===== config.mk =====
export PLATFORM = sky130hd
export DESIGN_NAME = mc_control_v2_flat
export DESIGN_NICKNAME = d
export VERILOG_FILES = /design/src/rtl/mc_control_v2_if.sv /design/src/rtl/mc_control_v2.sv /design/src/flat_wrapper.sv
export SDC_FILE = /design/constraint.sdc
export NUM_CORES = 1
export LEC_CHECK = 0
export CAP_MARGIN = 30
export CORE_AREA = 5 5 61 63
export CTS_BUF_LIST = sky130_fd_sc_hd__clkbuf_2 sky130_fd_sc_hd__clkbuf_4 sky130_fd_sc_hd__clkbuf_8
export CTS_CLUSTER_DIAMETER = 100
export DETAILED_ROUTE_END_ITERATION = 16
export DIE_AREA = 0 0 66 68
export PLACE_DENSITY = 0.87
export SYNTH_ARGS = -nofsm -noshare
export SYNTH_HDL_FRONTEND = slang
export SYNTH_SLANG_ARGS = --single-unit

===== constraint.sdc =====
create_clock -name clk -period 4.83 [get_ports clk]
set_clock_uncertainty 0.05 [all_clocks]
set_input_delay 0.7245 -clock clk [delete_from_list [all_inputs] [get_ports clk]]
set_output_delay 0.7245 -clock clk [all_outputs]
set_load 0.01 [all_outputs]

===== src/rtl/mc_control_v2_if.sv =====
// Memory handshake bundle between the multi-cycle control unit and the shared memory.
//   mem_req             request active (driven by control)
//   mem_write           write strobe, valid only with mem_req (driven by control)
//   instruction_or_data 0 = address from PC, 1 = address from ALUOut (driven by control)
//   mem_ready           memory completes the current request this cycle (driven by memory)
interface mc_control_v2_if;
  logic mem_req;
  logic mem_write;
  logic instruction_or_data;
  logic mem_ready;

  modport master (
    output mem_req,
    output mem_write,
    output instruction_or_data,
    input  mem_ready
  );

  modport slave (
    input  mem_req,
    input  mem_write,
    input  instruction_or_data,
    output mem_ready
  );
endinterface


===== src/rtl/mc_control_v2.sv =====
// Multi-cycle RV32I control FSM for the shared-memory datapath (PC, OldPC, IR, ALUOut, Data).
// Drives all datapath enables and muxes from the IR opcode/funct fields, with a
// variable-latency memory handshake, a memory-wait timeout and a sticky trap state.
//
// Ports:
//   clk, reset_n        clock (rising edge), asynchronous active-low reset
//   mem_bus             memory handshake (master side), see mc_control_v2_if
//   opcode_i/funct3_i/funct7_i  IR fields
//   alu_zero_i          combinational ALU result == 0
//   ir_write_o, pc_write_o, reg_write_o  datapath strobes
//   result_src_o, alu_src_a_o, alu_src_b_o, alu_control_o, imm_src_o  datapath muxes
//   trap_o, trap_cause_o  sticky trap (01 illegal instruction, 10 bus timeout)
//   current_state_o     FSM state for debug
// Optional: define MC_CTRL_PERF_EN to add instret_o and stall_cycles_o counters.
module mc_control_v2 #(
  parameter int unsigned ALU_CTRL_W  = 4,
  parameter int unsigned MEM_TIMEOUT = 64,
  parameter int unsigned TO_CNT_W    = 8,
  parameter int unsigned CNT_W       = 32
) (
  input  logic                  clk,
  input  logic                  reset_n,
  mc_control_v2_if.master       mem_bus,
  input  logic [6:0]            opcode_i,
  input  logic [2:0]            funct3_i,
  input  logic [6:0]            funct7_i,
  input  logic                  alu_zero_i,
  output logic                  ir_write_o,
  output logic                  pc_write_o,
  output logic                  reg_write_o,
  output logic [1:0]            result_src_o,
  output logic [1:0]            alu_src_a_o,
  output logic [1:0]            alu_src_b_o,
  output logic [ALU_CTRL_W-1:0] alu_control_o,
  output logic [2:0]            imm_src_o,
  output logic                  trap_o,
  output logic [1:0]            trap_cause_o,
`ifdef MC_CTRL_PERF_EN
  output logic [CNT_W-1:0]      instret_o,
  output logic [CNT_W-1:0]      stall_cycles_o,
`endif
  output logic [4:0]            current_state_o
);

  if (ALU_CTRL_W < 4) begin : g_chk_alu_w
    $error("ALU_CTRL_W must be at least 4");
  end
  if ((MEM_TIMEOUT >> TO_CNT_W) != 0) begin : g_chk_to_w
    $error("TO_CNT_W too narrow for MEM_TIMEOUT");
  end
  if (CNT_W < 1) begin : g_chk_cnt_w
    $error("CNT_W must be at least 1");
  end

  localparam logic [6:0] OpLoad = 7'b0000011, OpStore = 7'b0100011, OpR   = 7'b0110011,
                         OpI    = 7'b0010011, OpLui   = 7'b0110111, OpAuipc = 7'b0010111,
                         OpJal  = 7'b1101111, OpJalr  = 7'b1100111, OpBranch = 7'b1100011;
  localparam logic [3:0] AluAdd = 4'd0, AluSub = 4'd1, AluAnd = 4'd2, AluOr  = 4'd3,
                         AluXor = 4'd4, AluSlt = 4'd5, AluSltu = 4'd6, AluSll = 4'd7,
                         AluSrl = 4'd8, AluSra = 4'd9;
  localparam logic [1:0] CauseIllegal = 2'b01, CauseBus = 2'b10;

  typedef enum logic [4:0] {
    StFetch    = 5'd0,  StDecode   = 5'd1,  StMemAdr = 5'd2,  StMemRd  = 5'd3,
    StMemWr    = 5'd4,  StMemWb    = 5'd5,  StExecR  = 5'd6,  StExecI  = 5'd7,
    StExecU    = 5'd8,  StJal      = 5'd9,  StJalrAdr = 5'd10, StJalrLink = 5'd11,
    StAluWb    = 5'd12, StBranch   = 5'd13, StTrap   = 5'd14
  } state_e;

  state_e              state_q, state_d;
  logic [TO_CNT_W-1:0] to_cnt_q, to_cnt_d;
  logic                trap_q, trap_d;
  logic [1:0]          cause_q, cause_d;

  logic       req, wr, iod, irw, pcw, rgw;
  logic [1:0] res_src, src_a, src_b;
  logic [3:0] alu_op;
  logic       mem_wait, to_hit, alt, f7_zero, r_legal, i_legal;

  // funct3 decode shared by R and I forms; SUB only exists in R form.
  function automatic logic [3:0] alu_funct(input logic [2:0] f3, input logic alt_op,
                                           input logic is_r);
    case (f3)
      3'b000:  return (alt_op && is_r) ? AluSub : AluAdd;
      3'b001:  return AluSll;
      3'b010:  return AluSlt;
      3'b011:  return AluSltu;
      3'b100:  return AluXor;
      3'b101:  return alt_op ? AluSra : AluSrl;
      3'b110:  return AluOr;
      default: return AluAnd;
    endcase
  endfunction

  assign alt      = (funct7_i == 7'b0100000);
  assign f7_zero  = (funct7_i == 7'b0000000);
  assign r_legal  = f7_zero || (alt && (funct3_i == 3'b000 || funct3_i == 3'b101));
  assign i_legal  = !((funct3_i == 3'b001 && !f7_zero) ||
                      (funct3_i == 3'b101 && !(f7_zero || alt)));
  assign mem_wait = (state_q == StFetch) || (state_q == StMemRd) || (state_q == StMemWr);
  // Trap on the wait cycle whose increment would bring the count to MEM_TIMEOUT.
  assign to_hit   = (MEM_TIMEOUT != 0) && (to_cnt_q == TO_CNT_W'(MEM_TIMEOUT - 1));

  always_comb begin
    state_d = state_q;
    cause_d = cause_q;
    req     = 1'b0;
    wr      = 1'b0;
    iod     = 1'b0;
    irw     = 1'b0;
    pcw     = 1'b0;
    rgw     = 1'b0;
    res_src = 2'b00;
    src_a   = 2'b00;
    src_b   = 2'b00;
    alu_op  = AluAdd;
    unique case (state_q)
      StFetch: begin
        req     = 1'b1;
        src_b   = 2'b01;
        res_src = 2'b10;
        if (mem_bus.mem_ready) begin
          irw     = 1'b1;
          pcw     = 1'b1;
          state_d = StDecode;
        end else if (to_hit) begin
          state_d = StTrap;
          cause_d = CauseBus;
        end
      end
      StDecode: begin
        src_a = 2'b10;
        src_b = 2'b10;
        case (opcode_i)
          OpLoad, OpStore: state_d = StMemAdr;
          OpR:             state_d = StExecR;
          OpI:             state_d = StExecI;
          OpLui, OpAuipc:  state_d = StExecU;
          OpJal:           state_d = StJal;
          OpJalr:          state_d = StJalrAdr;
          OpBranch:        state_d = StBranch;
          default: begin
            state_d = StTrap;
            cause_d = CauseIllegal;
          end
        endcase
      end
      StMemAdr: begin
        src_a   = 2'b01;
        src_b   = 2'b10;
        state_d = opcode_i[5] ? StMemWr : StMemRd;  // bit 5 separates SW from LW
      end
      StMemRd, StMemWr: begin
        req = 1'b1;
        iod = 1'b1;
        wr  = (state_q == StMemWr);
        if (mem_bus.mem_ready) begin
          state_d = (state_q == StMemWr) ? StFetch : StMemWb;
        end else if (to_hit) begin
          state_d = StTrap;
          cause_d = CauseBus;
        end
      end
      StMemWb: begin
        res_src = 2'b01;
        rgw     = 1'b1;
        state_d = StFetch;
      end
      StExecR, StExecI: begin
        src_a   = 2'b01;
        src_b   = (state_q == StExecR) ? 2'b00 : 2'b10;
        alu_op  = alu_funct(funct3_i, alt, state_q == StExecR);
        if ((state_q == StExecR) ? r_legal : i_legal) begin
          state_d = StAluWb;
        end else begin
          state_d = StTrap;
          cause_d = CauseIllegal;
        end
      end
      StExecU: begin
        src_a   = opcode_i[5] ? 2'b11 : 2'b10;  // LUI adds to zero, AUIPC to OldPC
        src_b   = 2'b10;
        state_d = StAluWb;
      end
      StJal: begin
        src_a   = 2'b10;
        src_b   = 2'b01;
        pcw     = 1'b1;
        state_d = StAluWb;
      end
      StJalrAdr: begin
        src_a   = 2'b01;
        src_b   = 2'b10;
        res_src = 2'b10;
        if (funct3_i == 3'b000) begin
          pcw     = 1'b1;
          state_d = StJalrLink;
        end else begin
          state_d = StTrap;
          cause_d = CauseIllegal;
        end
      end
      StJalrLink: begin
        src_a   = 2'b10;
        src_b   = 2'b01;
        state_d = StAluWb;
      end
      StAluWb: begin
        rgw     = 1'b1;
        state_d = StFetch;
      end
      StBranch: begin
        src_a   = 2'b01;
        state_d = StFetch;
        case (funct3_i[2:1])
          2'b00:   alu_op = AluSub;
          2'b10:   alu_op = AluSlt;
          2'b11:   alu_op = AluSltu;
          default: begin
            state_d = StTrap;
            cause_d = CauseIllegal;
          end
        endcase
        // BEQ/BGE/BGEU take on zero; BNE/BLT/BLTU take on non-zero.
        if (funct3_i[2:1] != 2'b01) pcw = alu_zero_i ^ (funct3_i[0] ^ funct3_i[2]);
      end
      StTrap: begin
      end
      default: state_d = StFetch;
    endcase
  end

  always_comb begin
    to_cnt_d = to_cnt_q;
    if (state_d != state_q) to_cnt_d = '0;
    else if (mem_wait)      to_cnt_d = to_cnt_q + 1'b1;
  end

  assign trap_d = trap_q | (state_d == StTrap);

  always_ff @(posedge clk or negedge reset_n) begin
    if (!reset_n) begin
      state_q  <= StFetch;
      to_cnt_q <= '0;
      trap_q   <= 1'b0;
      cause_q  <= 2'b00;
    end else begin
      state_q  <= state_d;
      to_cnt_q <= to_cnt_d;
      trap_q   <= trap_d;
      cause_q  <= cause_d;
    end
  end

  always_comb begin
    imm_src_o = 3'b000;
    case (opcode_i)
      OpStore:        imm_src_o = 3'b001;
      OpBranch:       imm_src_o = 3'b010;
      OpLui, OpAuipc: imm_src_o = 3'b011;
      OpJal:          imm_src_o = 3'b100;
      default:        imm_src_o = 3'b000;
    endcase
  end

  // Strobes are gated by reset_n so they drop the instant reset asserts.
  assign mem_bus.mem_req             = req & reset_n;
  assign mem_bus.mem_write           = wr & reset_n;
  assign mem_bus.instruction_or_data = iod;
  assign ir_write_o      = irw & reset_n;
  assign pc_write_o      = pcw & reset_n;
  assign reg_write_o     = rgw & reset_n;
  assign result_src_o    = res_src;
  assign alu_src_a_o     = src_a;
  assign alu_src_b_o     = src_b;
  assign alu_control_o   = ALU_CTRL_W'(alu_op);
  assign trap_o          = trap_q;
  assign trap_cause_o    = cause_q;
  assign current_state_o = state_q;

`ifdef MC_CTRL_PERF_EN
  logic [CNT_W-1:0] instret_q, stall_q;
  logic             retire;

  assign retire = (state_d == StFetch) &&
                  ((state_q == StMemWb) || (state_q == StMemWr) ||
                   (state_q == StAluWb) || (state_q == StBranch));

  always_ff @(posedge clk or negedge reset_n) begin
    if (!reset_n) begin
      instret_q <= '0;
      stall_q   <= '0;
    end else begin
      if (retire)                         instret_q <= instret_q + 1'b1;
      if (mem_wait && !mem_bus.mem_ready) stall_q   <= stall_q + 1'b1;
    end
  end

  assign instret_o      = instret_q;
  assign stall_cycles_o = stall_q;
`endif

endmodule


===== src/flat_wrapper.sv =====
// flat-port wrapper written by rule: the top's interface ports become plain ports
module mc_control_v2_flat 
#(
  parameter int unsigned ALU_CTRL_W  = 4,
  parameter int unsigned MEM_TIMEOUT = 64,
  parameter int unsigned TO_CNT_W    = 8,
  parameter int unsigned CNT_W       = 32
)
  (clk, reset_n, opcode_i, funct3_i, funct7_i, alu_zero_i, ir_write_o, pc_write_o, reg_write_o, result_src_o, alu_src_a_o, alu_src_b_o, alu_control_o, imm_src_o, trap_o, trap_cause_o, current_state_o, mem_bus_mem_req, mem_bus_mem_write, mem_bus_instruction_or_data, mem_bus_mem_ready);
  mc_control_v2_if mem_bus_i ();
  input  logic clk;
  input  logic reset_n;
  input  logic [6:0] opcode_i;
  input  logic [2:0] funct3_i;
  input  logic [6:0] funct7_i;
  input  logic alu_zero_i;
  output logic ir_write_o;
  output logic pc_write_o;
  output logic reg_write_o;
  output logic [1:0] result_src_o;
  output logic [1:0] alu_src_a_o;
  output logic [1:0] alu_src_b_o;
  output logic [ALU_CTRL_W-1:0] alu_control_o;
  output logic [2:0] imm_src_o;
  output logic trap_o;
  output logic [1:0] trap_cause_o;
  output logic [4:0] current_state_o;
  output wire logic [$bits(mem_bus_i.mem_req)-1:0] mem_bus_mem_req;
  output wire logic [$bits(mem_bus_i.mem_write)-1:0] mem_bus_mem_write;
  output wire logic [$bits(mem_bus_i.instruction_or_data)-1:0] mem_bus_instruction_or_data;
  input wire logic [$bits(mem_bus_i.mem_ready)-1:0] mem_bus_mem_ready;
  assign mem_bus_mem_req = mem_bus_i.mem_req;
  assign mem_bus_mem_write = mem_bus_i.mem_write;
  assign mem_bus_instruction_or_data = mem_bus_i.instruction_or_data;
  assign mem_bus_i.mem_ready = mem_bus_mem_ready;
  mc_control_v2 #(.ALU_CTRL_W(ALU_CTRL_W), .MEM_TIMEOUT(MEM_TIMEOUT), .TO_CNT_W(TO_CNT_W), .CNT_W(CNT_W)) u_core (.clk(clk), .reset_n(reset_n), .mem_bus(mem_bus_i), .opcode_i(opcode_i), .funct3_i(funct3_i), .funct7_i(funct7_i), .alu_zero_i(alu_zero_i), .ir_write_o(ir_write_o), .pc_write_o(pc_write_o), .reg_write_o(reg_write_o), .result_src_o(result_src_o), .alu_src_a_o(alu_src_a_o), .alu_src_b_o(alu_src_b_o), .alu_control_o(alu_control_o), .imm_src_o(imm_src_o), .trap_o(trap_o), .trap_cause_o(trap_cause_o), .current_state_o(current_state_o));
endmodule

# After elaboration in Yosys (flattened, before gate mapping)
# Index checks and enable logic that the tools add are counted.
# word_totals
elab_cells	129
register_bits	16
output_inout_bits	27
# classes
n_bitwise	8
eq_ne	42
addsub	1
n_mux	40
n_reduce_logical	34
# op_table
operator	count
$pmux W4 S7	2
$pmux W5 S9	1
$eq A5 B4 Y1 const B	8
$eq A7 B6 Y1 const B	4
$eq A7 B7 Y1 const B	3
$eq A5 B3 Y1 const B	4
$mux W2	8
$mux W8	2
$mux W5	3
$reduce_or A3 Y1	5
$eq A7 B5 Y1 const B	2
$mux W1	12
$pmux W2 S3	2
$pmux W3 S4	1
$reduce_or A2 Y1	6
$eq A5 B2 Y1 const B	2
$ne A2 B2 Y1 const B	5
$pmux W2 S5	1
$eq A3 B3 Y1 const B	3
$mux W3	3
$pmux W3 S3	1
$reduce_or A9 Y1	1
$add A8 B1 Y8 const B	1
$eq A8 B6 Y1 const B	1
26 further kinds	44

# Depth between registers and ports, before layout
# depth
ltp_word	11
mapped_depth	8

# Worst setup path before layout
# OpenSTA, ideal clock, no wires.
# synth_path
path_kind	input to output
start	input funct7_i[3]
end	output alu_control_o[0]
setup_slack_ns	2.071
n_path_buf	0
stages	6
arrival_ns	1.985
cell_sequence	or4_1 > nor3_1 > a21boi_0 > o21ai_0 > o31ai_1 > o22ai_1
# synth_between
elab_chain_cells	5
word_cells_on_any_way	6
cone_classes	eq/ne (1); mux (4); reduce/logical (1)
# synth_lines
element	line	source
start, declared	flat_wrapper.sv:15	input logic [6:0] funct7_i;
$eq A7 B6 Y1 *	mc_control_v2.sv:95	assign alt = (funct7_i == 7'b0100000);
$logic_and A1 B1 Y1	mc_control_v2.sv:84	3'b000: return (alt_op && is_r) ? AluSub : AluAdd;
$mux W1	mc_control_v2.sv:84	
$pmux W4 S7 *	mc_control_v2.sv:83	case (f3)
$pmux W4 S2 *	mc_control_v2.sv:117	unique case (state_q)
end, declared	flat_wrapper.sv:23	output logic [ALU_CTRL_W-1:0] alu_control_o;
# Mark *: on every way between the ends. The rest lies on a longest branch, timed or not.

# Final worst setup path
# Same ends and word-level chain as after synthesis.

==> results.json <==
{
  "status": "finished clean",
  "wl_mm": 4.20,
  "drtAntennaViolNets": 0,
  "startpoint": "funct7_i[3]",
  "ys_ff_latch": 16,
  "hold_ws_ns": 0.440,
  "antenna_found_initial": 0,
  "grt_pass1_wl_mm": 6.86,
  "setup_viol": 0,
  "overflow": 0,
  "die_height_um": 68,
  "io_buffers": 47,
  "peakVddDrop_v": 0.000249,
  "drc_errors": 0,
  "wl_per_cell_um": 14.0,
  "numPlacedInstances": 296,
  "hold_violations": 0,
  "rsz0062_at_grt": "no",
  "io_pins": 48,
  "synth_area_um2": 1590,
  "cts_hold_buffers": 0,
  "n_antenna_cell": 0,
  "avgViaCountPerCell": 5.80,
  "min_to": "u_core.trap_o",
  "slew_viol_final": 0,
  "grt_pass1_vias": 1507,
  "num-fill-cells": 284,
  "p_per_area_nw_per_um2": 337,
  "worstMarginPinSlew_ns": 0.777,
  "post_cts_buffers": 0,
  "tns_ns": 0,
  "fin_util_pct": 65.6,
  "cts.reportedPaths.clkPinSlew_ns": 0.08,
  "instances_no_fill": 300,
  "dp_hpwl_mm": 3.29,
  "clock.fmax_mhz": 269,
  "grt_use_total_pct": 19.0,
  "min_from": "u_core.trap_o",
  "relSlewSlack_pct": 48.2,
  "initial_core_util_pct": 49.9,
  "fin_nets": 277,
  "regToRegSetupSlack_ns": 2.20,
  "r2r_cells": 6,
  "async_reset_ff_share_pct": 100,
  "leakage_nw": 0.772,
  "post-route-period-util_pct": 77.1,
  "drv_cap": 0,
  "synth_nets": 238,
  "grt_max_degree": 27,
  "syn_area_per_cell_um2": 7.35,
  "die_area_um2": 4490,
  "synth_edf_count": 0,
  "cts_max_level": 1,
  "yosys.cell_types.count": 61,
  "path_class": "in -> out",
  "die_w_um": 66,
  "cp.required_ns": 4.06,
  "cts_buffers": 3,
  "r2r_end": "u_core.to_cnt_q[5]",
  "tritoncts": "yes",
  "crit_arrival_ns": 2.95,
  "area_delta_synth_final_pct": 31.5,
  "start_kind": "input port",
  "grt-busiest-layer": "met2",
  "timing.rr.start": "u_core.current_state_o[2]",
  "yosys_warnings": 0,
  "drtPass1Iterations": 4,
  "drive_above_1_share_pct": 5.91,
  "synthFlopType": "dfrtp_1",
  "clock_latency_ns": 0.28,
  "hold_depth": 1,
  "met2_usage_pct": 33.5,
  "root_buffer": "clkbuf_4",
  "ys_seq_area_share_pct": 25.2,
  "core_area_um2": 3180,
  "hold_path.class": "reg -> reg",
  "end_kind": "output port",
  "via_count": 1740,
  "netlist_instances": 216,
  "use_met3_pct": 2.96,
  "cts_buffer_depth": 2,
  "row_count": 21,
  "place.gp.congestion": 0.901,
  "min_period_ns": 3.72,
  "drtIter0Drc": 196,
  "clock_sinks": 16,
  "cts_resized": 0,
  "path_max_fanout": 3,
  "grt_use_met1_pct": 25.2
}
-- how the worst max path moves through the flow --
stage                             to  slack, ns  cells past startpoint
CTS                 alu_control_o[0]       1.09                      8
detailed placement  alu_control_o[0]       1.10                      8
finish              alu_control_o[0]       1.11                      8
global placement    alu_control_o[0]       1.15                      8
global route        alu_control_o[0]       0.95                      8
floorplan           alu_control_o[0]       2.07                      6
-- area by class of cell --
| type | count | area [um^2] | area share, % |
|---|---|---|---|
| Tap cell | 46 | 57.6 | 2.76 |
| Timing Repair Buffer | 48 | 478 | 22.9 |
| Inverter | 10 | 37.5 | 1.80 |
| Multi-Input combinational cell | 176 | 1080 | 51.6 |
| Sequential cell | 16 | 400 | 19.2 |
| Clock buffer | 4 | 36.3 | 1.74 |
-- through the flow --
| stage | total power, W | setup slack [ns] | area (um^2) |
|---|---|---|---|
| 2_1_floorplan | 0.000479 | 2.07 | 1590 |
| 3_3_place_gp | 0.000612 | 1.15 | 2050 |
| 3_5_place_dp | 0.000617 | 1.10 | 2050 |
| 4_1_cts | 0.000703 | 1.09 | 2090 |
| 5_1_grt | 0.000756 | 0.950 | 2090 |
| 6_report | 0.000703 | 1.11 | 2090 |
-- power by group --
group	leakage [nW]	total [W]	switching (W)	internal, W
registers	0.213	0.000223	0.0000712	0.000152
logic	0.538	0.000395	0.000194	0.000200
clock network	0.0210	0.0000858	0.0000399	0.0000459
total	0.772	0.000703	0.000305	0.000398
-- layer usage --
| metal | share of wire, % | vias up |
|---|---|---|
| li1 | - | 867 |
| met1 | 43 | 799 |
| met2 | 49 | 70 |
| met3 | 7.7 | 4 |
| met4 | 0.81 | 0 |
| met5 | 0 | - |
-- state kept, by name, indices dropped and copies added, names as in the netlist --
register	flops
u_core.to_cnt_q	8
u_core.current_state_o	5
u_core.trap_cause_o	2
u_core.trap_o	1
-- synth_stat cells (4+ instances only) --
library cell  count  area [um^2]
o21ai_0          17         85.1
dfrtp_1          16          400
xnor2_1           8         70.1
nand2b_1          4         25.0
nand2_1          22         82.6
nand4_1           4         25.0
a21oi_1           8         40.0
nor3_1           13         65.1
clkbuf_1          9         33.8
nor2_1           27          101
inv_1            10         37.5
xor2_1            4         35.0
nand3_1           4         20.0
-- critical path, cell delays in order --
cell and delay, ns:
clkdlybuf4s50_1 0.39, or4_1 0.51, nor3_1 0.25, a21boi_0 0.13, o21ai_0 0.15, o31ai_1 0.09
o22ai_1 0.14, clkdlybuf4s50_1 0.56
-- cell families after synthesis --
group,synth area share (%)
mux,0.631
flops,25.2
xor+xnor,6.62
buf+inv,6.86
compound gates,25.5
other cells,0.236
simple gates,34.1
fa+ha+maj,0.789
-- cells in the final DEF, fill, tap and decap left out, types with 4 or more instances in the layout --
master           instances
xor2_1                   4
dfrtp_1                 16
nand2b_1                 4
nand3_1                  4
inv_1                   10
nor2_1                  27
o21ai_0                 17
a21oi_1                  8
xnor2_1                  8
nor3_1                  13
clkdlybuf4s50_1         47
nand2_1                 22
nand4_1                  4
Note: power is estimated with default switching activity, not from simulation.
